**src/rtl/alu_cmd_sequencer_if.sv**
```systemverilog
// Command, ALU and result bus of the ALU command sequencer.
// The sequencer attaches through the slave modport. The master modport is the
// view of whoever supplies commands, evaluates the ALU and consumes results.
interface alu_cmd_sequencer_if #(
  parameter int DATA_W = 3,
  parameter int SEL_W  = 2,
  parameter int RES_W  = 6
);
  // Packed command: [DATA_W-1:0]=A, [2*DATA_W-1:DATA_W]=B, top SEL_W bits=sel
  logic [2*DATA_W+SEL_W-1:0] in_data;
  logic                      in_valid;
  logic                      in_ready;
  // Registered operands to the external combinational ALU and its result
  logic [DATA_W-1:0]         alu_a;
  logic [DATA_W-1:0]         alu_b;
  logic [SEL_W-1:0]          alu_sel;
  logic [RES_W-1:0]          alu_result;
  // Captured result handshake
  logic [RES_W-1:0]          out_data;
  logic                      out_valid;
  logic                      out_ready;

  modport slave (
    input  in_data, in_valid, alu_result, out_ready,
    output in_ready, alu_a, alu_b, alu_sel, out_data, out_valid
  );

  modport master (
    output in_data, in_valid, alu_result, out_ready,
    input  in_ready, alu_a, alu_b, alu_sel, out_data, out_valid
  );
endinterface

```
**src/rtl/alu_cmd_sequencer.sv**
```systemverilog
// Command front-end and result back-end for a small combinational ALU.
// Commands are buffered in a 2-entry FIFO, issued to the ALU from registers,
// captured after a one-cycle settle window and presented with valid/ready.
module alu_cmd_sequencer #(
  parameter int DATA_W     = 3,
  parameter int SEL_W      = 2,
  parameter int RES_W      = 6,
  parameter int FIFO_DEPTH = 2   // only 2 is supported (1-bit pointers)
) (
  input  logic                 clk,
  input  logic                 rst_n,
  alu_cmd_sequencer_if.slave   bus,
  output logic                 busy_o,
  output logic [7:0]           op_count_o,
  output logic                 op_wrap_o
);

  localparam int CMD_W = 2 * DATA_W + SEL_W;

  localparam logic [1:0] ST_IDLE  = 2'd0;
  localparam logic [1:0] ST_ISSUE = 2'd1;
  localparam logic [1:0] ST_HOLD  = 2'd2;

  logic [CMD_W-1:0]  fifo_mem_q [FIFO_DEPTH];
  logic              wr_ptr_q;
  logic              rd_ptr_q;
  logic [1:0]        fifo_cnt_q;
  logic [1:0]        fifo_cnt_d;

  logic [1:0]        state_q;
  logic [1:0]        state_d;

  logic [DATA_W-1:0] alu_a_q;
  logic [DATA_W-1:0] alu_b_q;
  logic [SEL_W-1:0]  alu_sel_q;
  logic [RES_W-1:0]  out_data_q;
  logic              out_valid_q;
  logic [7:0]        op_count_q;
  logic              op_wrap_q;

  logic              fifo_empty;
  logic              fifo_full;
  logic              push;
  logic              pop;
  logic              out_hs;
  logic [CMD_W-1:0]  head;

  assign fifo_empty = (fifo_cnt_q == 2'd0);
  assign fifo_full  = (fifo_cnt_q == 2'(FIFO_DEPTH));
  // in_ready depends only on the registered count, never on a same-cycle pop
  assign push       = bus.in_valid && !fifo_full;
  assign out_hs     = (state_q == ST_HOLD) && bus.out_ready;
  // The head is consumed when idle, or on the output handshake for back-to-back issue
  assign pop        = !fifo_empty && ((state_q == ST_IDLE) || out_hs);
  assign head       = fifo_mem_q[rd_ptr_q];

  assign bus.in_ready  = !fifo_full;
  assign bus.alu_a     = alu_a_q;
  assign bus.alu_b     = alu_b_q;
  assign bus.alu_sel   = alu_sel_q;
  assign bus.out_data  = out_data_q;
  assign bus.out_valid = out_valid_q;
  assign busy_o        = (state_q != ST_IDLE) || !fifo_empty;
  assign op_count_o    = op_count_q;
  assign op_wrap_o     = op_wrap_q;

  // Per-entry FIFO storage: an entry is written when the write pointer selects it
  genvar gi;
  generate
    for (gi = 0; gi < FIFO_DEPTH; gi++) begin : g_fifo_entry
      always_ff @(posedge clk or negedge rst_n) begin
        if (!rst_n) begin
          fifo_mem_q[gi] <= '0;
        end else if (push && (wr_ptr_q == 1'(gi))) begin
          fifo_mem_q[gi] <= bus.in_data;
        end
      end
    end
  endgenerate

  // Next FIFO occupancy: a simultaneous push and pop leaves it unchanged
  always_comb begin
    fifo_cnt_d = fifo_cnt_q;
    case ({push, pop})
      2'b10:   fifo_cnt_d = fifo_cnt_q + 2'd1;
      2'b01:   fifo_cnt_d = fifo_cnt_q - 2'd1;
      default: fifo_cnt_d = fifo_cnt_q;
    endcase
  end

  // FIFO pointers and count
  always_ff @(posedge clk or negedge rst_n) begin
    if (!rst_n) begin
      wr_ptr_q   <= 1'b0;
      rd_ptr_q   <= 1'b0;
      fifo_cnt_q <= 2'd0;
    end else begin
      if (push) wr_ptr_q <= ~wr_ptr_q;
      if (pop)  rd_ptr_q <= ~rd_ptr_q;
      fifo_cnt_q <= fifo_cnt_d;
    end
  end

  // Sequencer next state: ISSUE is a fixed one-cycle ALU settle window
  always_comb begin
    state_d = state_q;
    case (state_q)
      ST_IDLE:  if (!fifo_empty) state_d = ST_ISSUE;
      ST_ISSUE: state_d = ST_HOLD;
      ST_HOLD:  if (bus.out_ready) state_d = fifo_empty ? ST_IDLE : ST_ISSUE;
      default:  state_d = ST_IDLE;
    endcase
  end

  // State register
  always_ff @(posedge clk or negedge rst_n) begin
    if (!rst_n) begin
      state_q <= ST_IDLE;
    end else begin
      state_q <= state_d;
    end
  end

  // ALU operand registers change only when a command is popped
  always_ff @(posedge clk or negedge rst_n) begin
    if (!rst_n) begin
      alu_a_q   <= '0;
      alu_b_q   <= '0;
      alu_sel_q <= '0;
    end else if (pop) begin
      alu_a_q   <= head[DATA_W-1:0];
      alu_b_q   <= head[2*DATA_W-1:DATA_W];
      alu_sel_q <= head[CMD_W-1:2*DATA_W];
    end
  end

  // Result register: capture at the end of ISSUE, release on the handshake
  always_ff @(posedge clk or negedge rst_n) begin
    if (!rst_n) begin
      out_data_q  <= '0;
      out_valid_q <= 1'b0;
    end else if (state_q == ST_ISSUE) begin
      out_data_q  <= bus.alu_result;
      out_valid_q <= 1'b1;
    end else if (out_hs) begin
      out_valid_q <= 1'b0;
    end
  end

  // Completed-operation counter with a sticky wrap flag
  always_ff @(posedge clk or negedge rst_n) begin
    if (!rst_n) begin
      op_count_q <= 8'd0;
      op_wrap_q  <= 1'b0;
    end else if (out_hs) begin
      op_count_q <= op_count_q + 8'd1;
      if (op_count_q == 8'hFF) op_wrap_q <= 1'b1;
    end
  end

endmodule

```
**src/flat_wrapper.sv**
```systemverilog
// flat-port wrapper written by rule: the top's interface ports become plain ports
module alu_cmd_sequencer_flat 
#(
  parameter int DATA_W     = 3,
  parameter int SEL_W      = 2,
  parameter int RES_W      = 6,
  parameter int FIFO_DEPTH = 2                                          
)
  (clk, rst_n, busy_o, op_count_o, op_wrap_o, bus_in_data, bus_in_valid, bus_alu_result, bus_out_ready, bus_in_ready, bus_alu_a, bus_alu_b, bus_alu_sel, bus_out_data, bus_out_valid);
  alu_cmd_sequencer_if #(.DATA_W(DATA_W), .SEL_W(SEL_W), .RES_W(RES_W)) bus_i ();
  input  logic clk;
  input  logic rst_n;
  output logic busy_o;
  output logic [7:0] op_count_o;
  output logic op_wrap_o;
  input wire logic [$bits(bus_i.in_data)-1:0] bus_in_data;
  input wire logic [$bits(bus_i.in_valid)-1:0] bus_in_valid;
  input wire logic [$bits(bus_i.alu_result)-1:0] bus_alu_result;
  input wire logic [$bits(bus_i.out_ready)-1:0] bus_out_ready;
  output wire logic [$bits(bus_i.in_ready)-1:0] bus_in_ready;
  output wire logic [$bits(bus_i.alu_a)-1:0] bus_alu_a;
  output wire logic [$bits(bus_i.alu_b)-1:0] bus_alu_b;
  output wire logic [$bits(bus_i.alu_sel)-1:0] bus_alu_sel;
  output wire logic [$bits(bus_i.out_data)-1:0] bus_out_data;
  output wire logic [$bits(bus_i.out_valid)-1:0] bus_out_valid;
  assign bus_i.in_data = bus_in_data;
  assign bus_i.in_valid = bus_in_valid;
  assign bus_i.alu_result = bus_alu_result;
  assign bus_i.out_ready = bus_out_ready;
  assign bus_in_ready = bus_i.in_ready;
  assign bus_alu_a = bus_i.alu_a;
  assign bus_alu_b = bus_i.alu_b;
  assign bus_alu_sel = bus_i.alu_sel;
  assign bus_out_data = bus_i.out_data;
  assign bus_out_valid = bus_i.out_valid;
  alu_cmd_sequencer #(.DATA_W(DATA_W), .SEL_W(SEL_W), .RES_W(RES_W), .FIFO_DEPTH(FIFO_DEPTH)) u_core (.clk(clk), .rst_n(rst_n), .bus(bus_i), .busy_o(busy_o), .op_count_o(op_count_o), .op_wrap_o(op_wrap_o));
endmodule
```
**config.mk**
```make
export PLATFORM = sky130hd
export DESIGN_NAME = alu_cmd_sequencer_flat
export DESIGN_NICKNAME = d
export VERILOG_FILES = /design/src/rtl/alu_cmd_sequencer_if.sv /design/src/rtl/alu_cmd_sequencer.sv /design/src/flat_wrapper.sv
export SDC_FILE = /design/constraint.sdc
export NUM_CORES = 1
export LEC_CHECK = 0
export BUFFER_PORTS_ARGS = -buffer_cell sky130_fd_sc_hd__buf_4
export CORE_ASPECT_RATIO = 1.4
export CORE_MARGIN = 3
export CORE_UTILIZATION = 35
export CTS_CLUSTER_DIAMETER = 200
export DETAILED_ROUTE_END_ITERATION = 12
export SLEW_MARGIN = 15
export SYNTH_ARGS = -nofsm -noshare
export SYNTH_HDL_FRONTEND = slang
export SYNTH_SLANG_ARGS = --single-unit
```
**constraint.sdc**
```tcl
create_clock -name clk -period 2.5 [get_ports clk]
set_clock_uncertainty 0.2 [all_clocks]
set_input_delay 0.375 -clock clk [delete_from_list [all_inputs] [get_ports clk]]
set_output_delay 0.375 -clock clk [all_outputs]
set_load 0.02 [all_outputs]
```
[Yosys cells after proc, flatten, opt, wreduce, memory -nomap -nowiden]
Index checks and enable logic that the tools add are counted.
Operators by class
  add/subtract/negate cells: 3
  order comparisons: 1
  eq/ne operators: 8
  muxes and demuxes: 10
  bitwise logic cells: 3
  reductions and logical operators: 16
Operators by type and width (count)
  $mux W8: 3
  $add A8 B1 Y8 const B: 1
  $eq A8 B8 Y1 const B: 1
  $eq A2 B2 Y1 const B: 3
  $pmux W2 S3: 1
  $reduce_bool A2 Y1: 3
  $logic_and A1 B1 Y1: 5
  $eq A2 B1 Y1 const B: 2
  $logic_not A2 Y1: 2
  $mux W2: 2
  $ne A2 B2 Y1 const B: 2
  $pmux W2 S2: 1
  $reduce_and A2 Y1: 2
  $mux W1: 3
  $add A2 B1 Y2 const B: 1
  $ge A2 B2 Y1 const B: 1
  $logic_not A1 Y1: 2
  $logic_or A1 B1 Y1: 2
  $not A1 Y1: 2
  $not A1 Y2: 1
  $sub A2 B1 Y2 const B: 1
Word-level totals
  register bits: 46
  input port bits: 18

[Logic depth before layout (Yosys ltp)]
  depth in word-level cells: 6
  gate-level depth with buffers: 6
  mapped depth without buffers: 6

[Worst setup path before layout]
OpenSTA, ideal clock, no wires.
  path type: reg-to-reg
  start: register u_core.state_q[1]
  end: register u_core.fifo_cnt_q[1]
  setup time: 79 ps
  arrival time: 1501 ps
  data required time: 2221 ps
  path slack: 720 ps
  stages on the path, launching flop included: 6
  cells stage by stage: dfrtp_1 > nor2b_4 > nor3_4 > ha_1 > nor2_1 > xor2_1
On the way
  word-level cells in the longest chain between the ends: 6
  elaborated cells between the ends (all ways): 9
  classes of those cells: eq/ne (3); mux (1); reduce/logical (5)
Ends and longest elaborated chain
  start, declared: line alu_cmd_sequencer.sv:30  | logic [1:0] state_q;
  start signal, assigned: line alu_cmd_sequencer.sv:120  | state_q <= state_d;
  $eq A2 B2 Y1: line alu_cmd_sequencer.sv:52  | assign out_hs = (state_q == ST_HOLD) && bus.out_ready;
  $logic_and A1 B1 Y1: line alu_cmd_sequencer.sv:52
  $logic_or A1 B1 Y1 (*): line alu_cmd_sequencer.sv:54  | assign pop = !fifo_empty && ((state_q == ST_IDLE) || out_hs);
  $logic_and A1 B1 Y1 (*): line alu_cmd_sequencer.sv:54
  net u_core.pop: line alu_cmd_sequencer.sv:44  | logic pop;
  $eq A2 B1 Y1 or $eq A2 B2 Y1 (tied branches): line alu_cmd_sequencer.sv:84  | case ({push, pop})
  $pmux W2 S2 or $reduce_bool A2 Y1 (tied branches)
  end signal, assigned: line alu_cmd_sequencer.sv:100  | fifo_cnt_q <= fifo_cnt_d;
  end, declared: line alu_cmd_sequencer.sv:27  | logic [1:0] fifo_cnt_q;
The timed path passes the listed nets; every way through them passes the cells marked *.
A chain may end at the register's enable or synchronous reset.

[Worst setup path in the final report]
  start: register u_core.fifo_cnt_q[0]
  end: output port busy_o
On the way
  word-level cells in the longest chain between the ends: 3
Ends and longest elaborated chain
  $logic_not A2 Y1: line alu_cmd_sequencer.sv:48  | assign fifo_empty = (fifo_cnt_q == 2'd0);
  $logic_not A1 Y1: line alu_cmd_sequencer.sv:63  | assign busy_o = (state_q != ST_IDLE) || !fifo_empty;
  $logic_or A1 B1 Y1: line alu_cmd_sequencer.sv:63
  end, declared: line flat_wrapper.sv:13  | output logic busy_o;
No other way between the ends.

==> impl_results.md <==
- Most common cell after layout, fill and taps aside: dfrtp_1
- Post-cts gate resize count: 0
- Syn nets: 153
- Commonest non-fill, non-tap cells in the layout: dfrtp_1, buf_4, mux2_2
- Ant. Diodes: 0
- Largest net degree at the start of global routing: 47
- Die W: 68.6 microns
- Vias per inst: 4.78
- Root Buffer: clkbuf_8
- Post-CTS Setup Bufs: 0
- Top Layer Used: met4
- P&R area growth vs syn: 26.3%
- RePlAce Congestion: 0.693
- Worst EP arrival: 1290 ps
- WL met2: 1960 microns
- Minimum clock period: 1860 ps
- CTS buffer count: 5
- Setup slack, reg-to-reg: 650 ps
- Layout fillers: 505
- Floorplan Core Area: 5240 sq um
- Worst R2R Start: u_core.fifo_cnt_q[0]
- Cells after synthesis: 133
- WL per Instance: 14.5 microns
- Clk sinks: 46
- Die area: 6430 sq um
- Worst setup EP type: output pin
- First-pass GRT wire length: 5930 microns
- Drt total wl: 3630 microns
- Port Buf Inserts: 43
- Startpoint Class: flip-flop
- Vias in the first global route: 1270
- Hold Crit Start: bus_alu_result[1]
- Post-layout util: 46.4%
- Hold Crit Class: in -> reg
- Initial antenna violation count: 0
- 1st-iter DRT viols: 46
- Synth warnings: 0
- Initial Utilization: 36.7%
- Rows: 31
- Share of layout cells above drive strength 1: 52.7%
- RSZ-0062 raised after global routing: false
- Final slew viol count: 0
- Final hold vios: 0
- Antenna-violating nets left: 0
- Cell Area, Synth: 1920 sq um
- Num ports: 44
- Final setup fails: 0
- CTS tree: done
- Leak: 1.12 nW
- Via count: 1194
- Kind of critical path: reg -> out
- Power Density: 1360 nW/um^2
- Critical Path Start: u_core.fifo_cnt_q[0]
- Data required time at the worst endpoint: 1920 ps
- Wl on met1: 1480 microns
- Slew margin rel.: 61.8%
- Overflow after GRT: 0
- Hold Buf Count CTS: 1
- Synth Area per Inst: 14.5 sq um
- Placed wire-length estimate: 2680 microns
- Sum Neg Setup Slack: 0 ps
- Synth unique cells: 23
- H-tree depth: 2
- Peak fanout along the critical path: 4
- Clock latency on the worst-skew pair: 290 ps
- Status: finished, final reports clean
- Actual slew at the worst max-slew pin: 572 ps
- Period utilization: 74.5%
- Routed wl met3: 127 microns
- Max Cap Violations: 0
- CTS Buffer Depth: 2
- Final hold slack: 116 ps
- Pre-Repair DR Iteration Count: 4
- Nets: 203
- Max IR drop VDD: 0.477 mV
- Synth Register Bits: 46
- Fmax: 537 MHz
- Residual DRC count: 0
- Die Ht: 93.7 microns
- Worst-path clk slew: 80 ps
- Total track usage: 12.3%
- Post-synthesis sequential area ratio: 59.9%
## cells in the mapped netlist
cell      count  area (sq um)
a31o_2        1          8.76
nand4_1       3          18.8
ha_1          2          25.0
nor2b_4       1          13.8
and3b_1       1          8.76
nand2_1       6          22.5
nor3_4        1          16.3
xor2_1        7          61.3
and3b_2       1          10.0
nand2b_1      1          6.26
nor2_2        1          6.26
nand4b_1      1          8.76
nand3_2       1          10.0
a21o_2        1          8.76
inv_1         2          7.51
nor2_1        6          22.5
dfrtp_1      46          1150
mux2_2       39           439
a21oi_1       2          10.0
xnor2_1       5          43.8
buf_2         1          5.00
nor3_1        3          15.0
buf_1         1          3.75
## power breakdown
part	switching (W)	internal (W)
Clock	0.000233	0.000223
Combinational	0.000658	0.000810
Sequential	0.000273	0.00110
Total	0.00116	0.00213
## logic make-up (layout without fill, tap and decap cells)
group                      after synthesis  count (layout)  synth area share (%)
adders and majority gates                2               2                  1.30
AOI/OAI and AO/OA                        4               4                  1.43
and+or+nand+nor                         26              26                  8.26
muxes                                   39              39                  22.8
DFF                                     46              46                  59.9
xor gates and xnor gates                12              12                  5.47
buffers and inverters                    4              55                 0.846
## critical path, stage by stage, from the launching register on
cell,delay [ps]
dfrtp_1,420
nor2_1,280
nand2_1,120
buf_4,180
## per-layer routing
metal  vias up  track usage (%)
li1        560                -
met1       608             14.8
met2        20             20.5
met3         6             2.99
met4         0             4.98
met5         -                0
## metrics by stage
step,std cells,worst slack (ps),power [W],area (sq um)
floorplan,133,720,0.00234,1920
global placement,241,721,0.00282,2330
detailed placement,241,639,0.00289,2330
CTS,250,613,0.00336,2430
global route,250,550,0.00352,2430
finish,250,638,0.00330,2430
## final cells by class
type                       instances  area [sq um]  area share, %
timing repair buffer              45           340           14.0
inverter                           2          7.51          0.309
tap                               66          82.6           3.40
clock inverter                     1          5.00          0.206
sequential                        46          1150           47.4
clock buffer                       7          86.3           3.55
multi-input combinational         83           756           31.1
## registers in the layout, indices dropped and copies added (netlist names), 2 cells and up
signal and flops:
u_core.bus.out_data 6, u_core.bus.alu_b 3, u_core.fifo_mem_q 16, u_core.fifo_cnt_q 2, u_core.bus.alu_sel 2, u_core.bus.alu_a 3
u_core.state_q 2, u_core.op_count_o 8
## worst paths after layout
| check | endpoint | cells past startpoint |
|---|---|---|
| min | u_core.bus.out_data[1] | 2 |
| min reg2reg | u_core.op_wrap_o | 1 |
| max | busy_o | 3 |
| max in group asynchronous | u_core.bus.alu_b[2] | 2 |
| max reg2reg | u_core.fifo_cnt_q[1] | 6 |
| min in group asynchronous | u_core.op_count_o[0] | 2 |
Note: power is estimated with default switching activity, not from simulation.
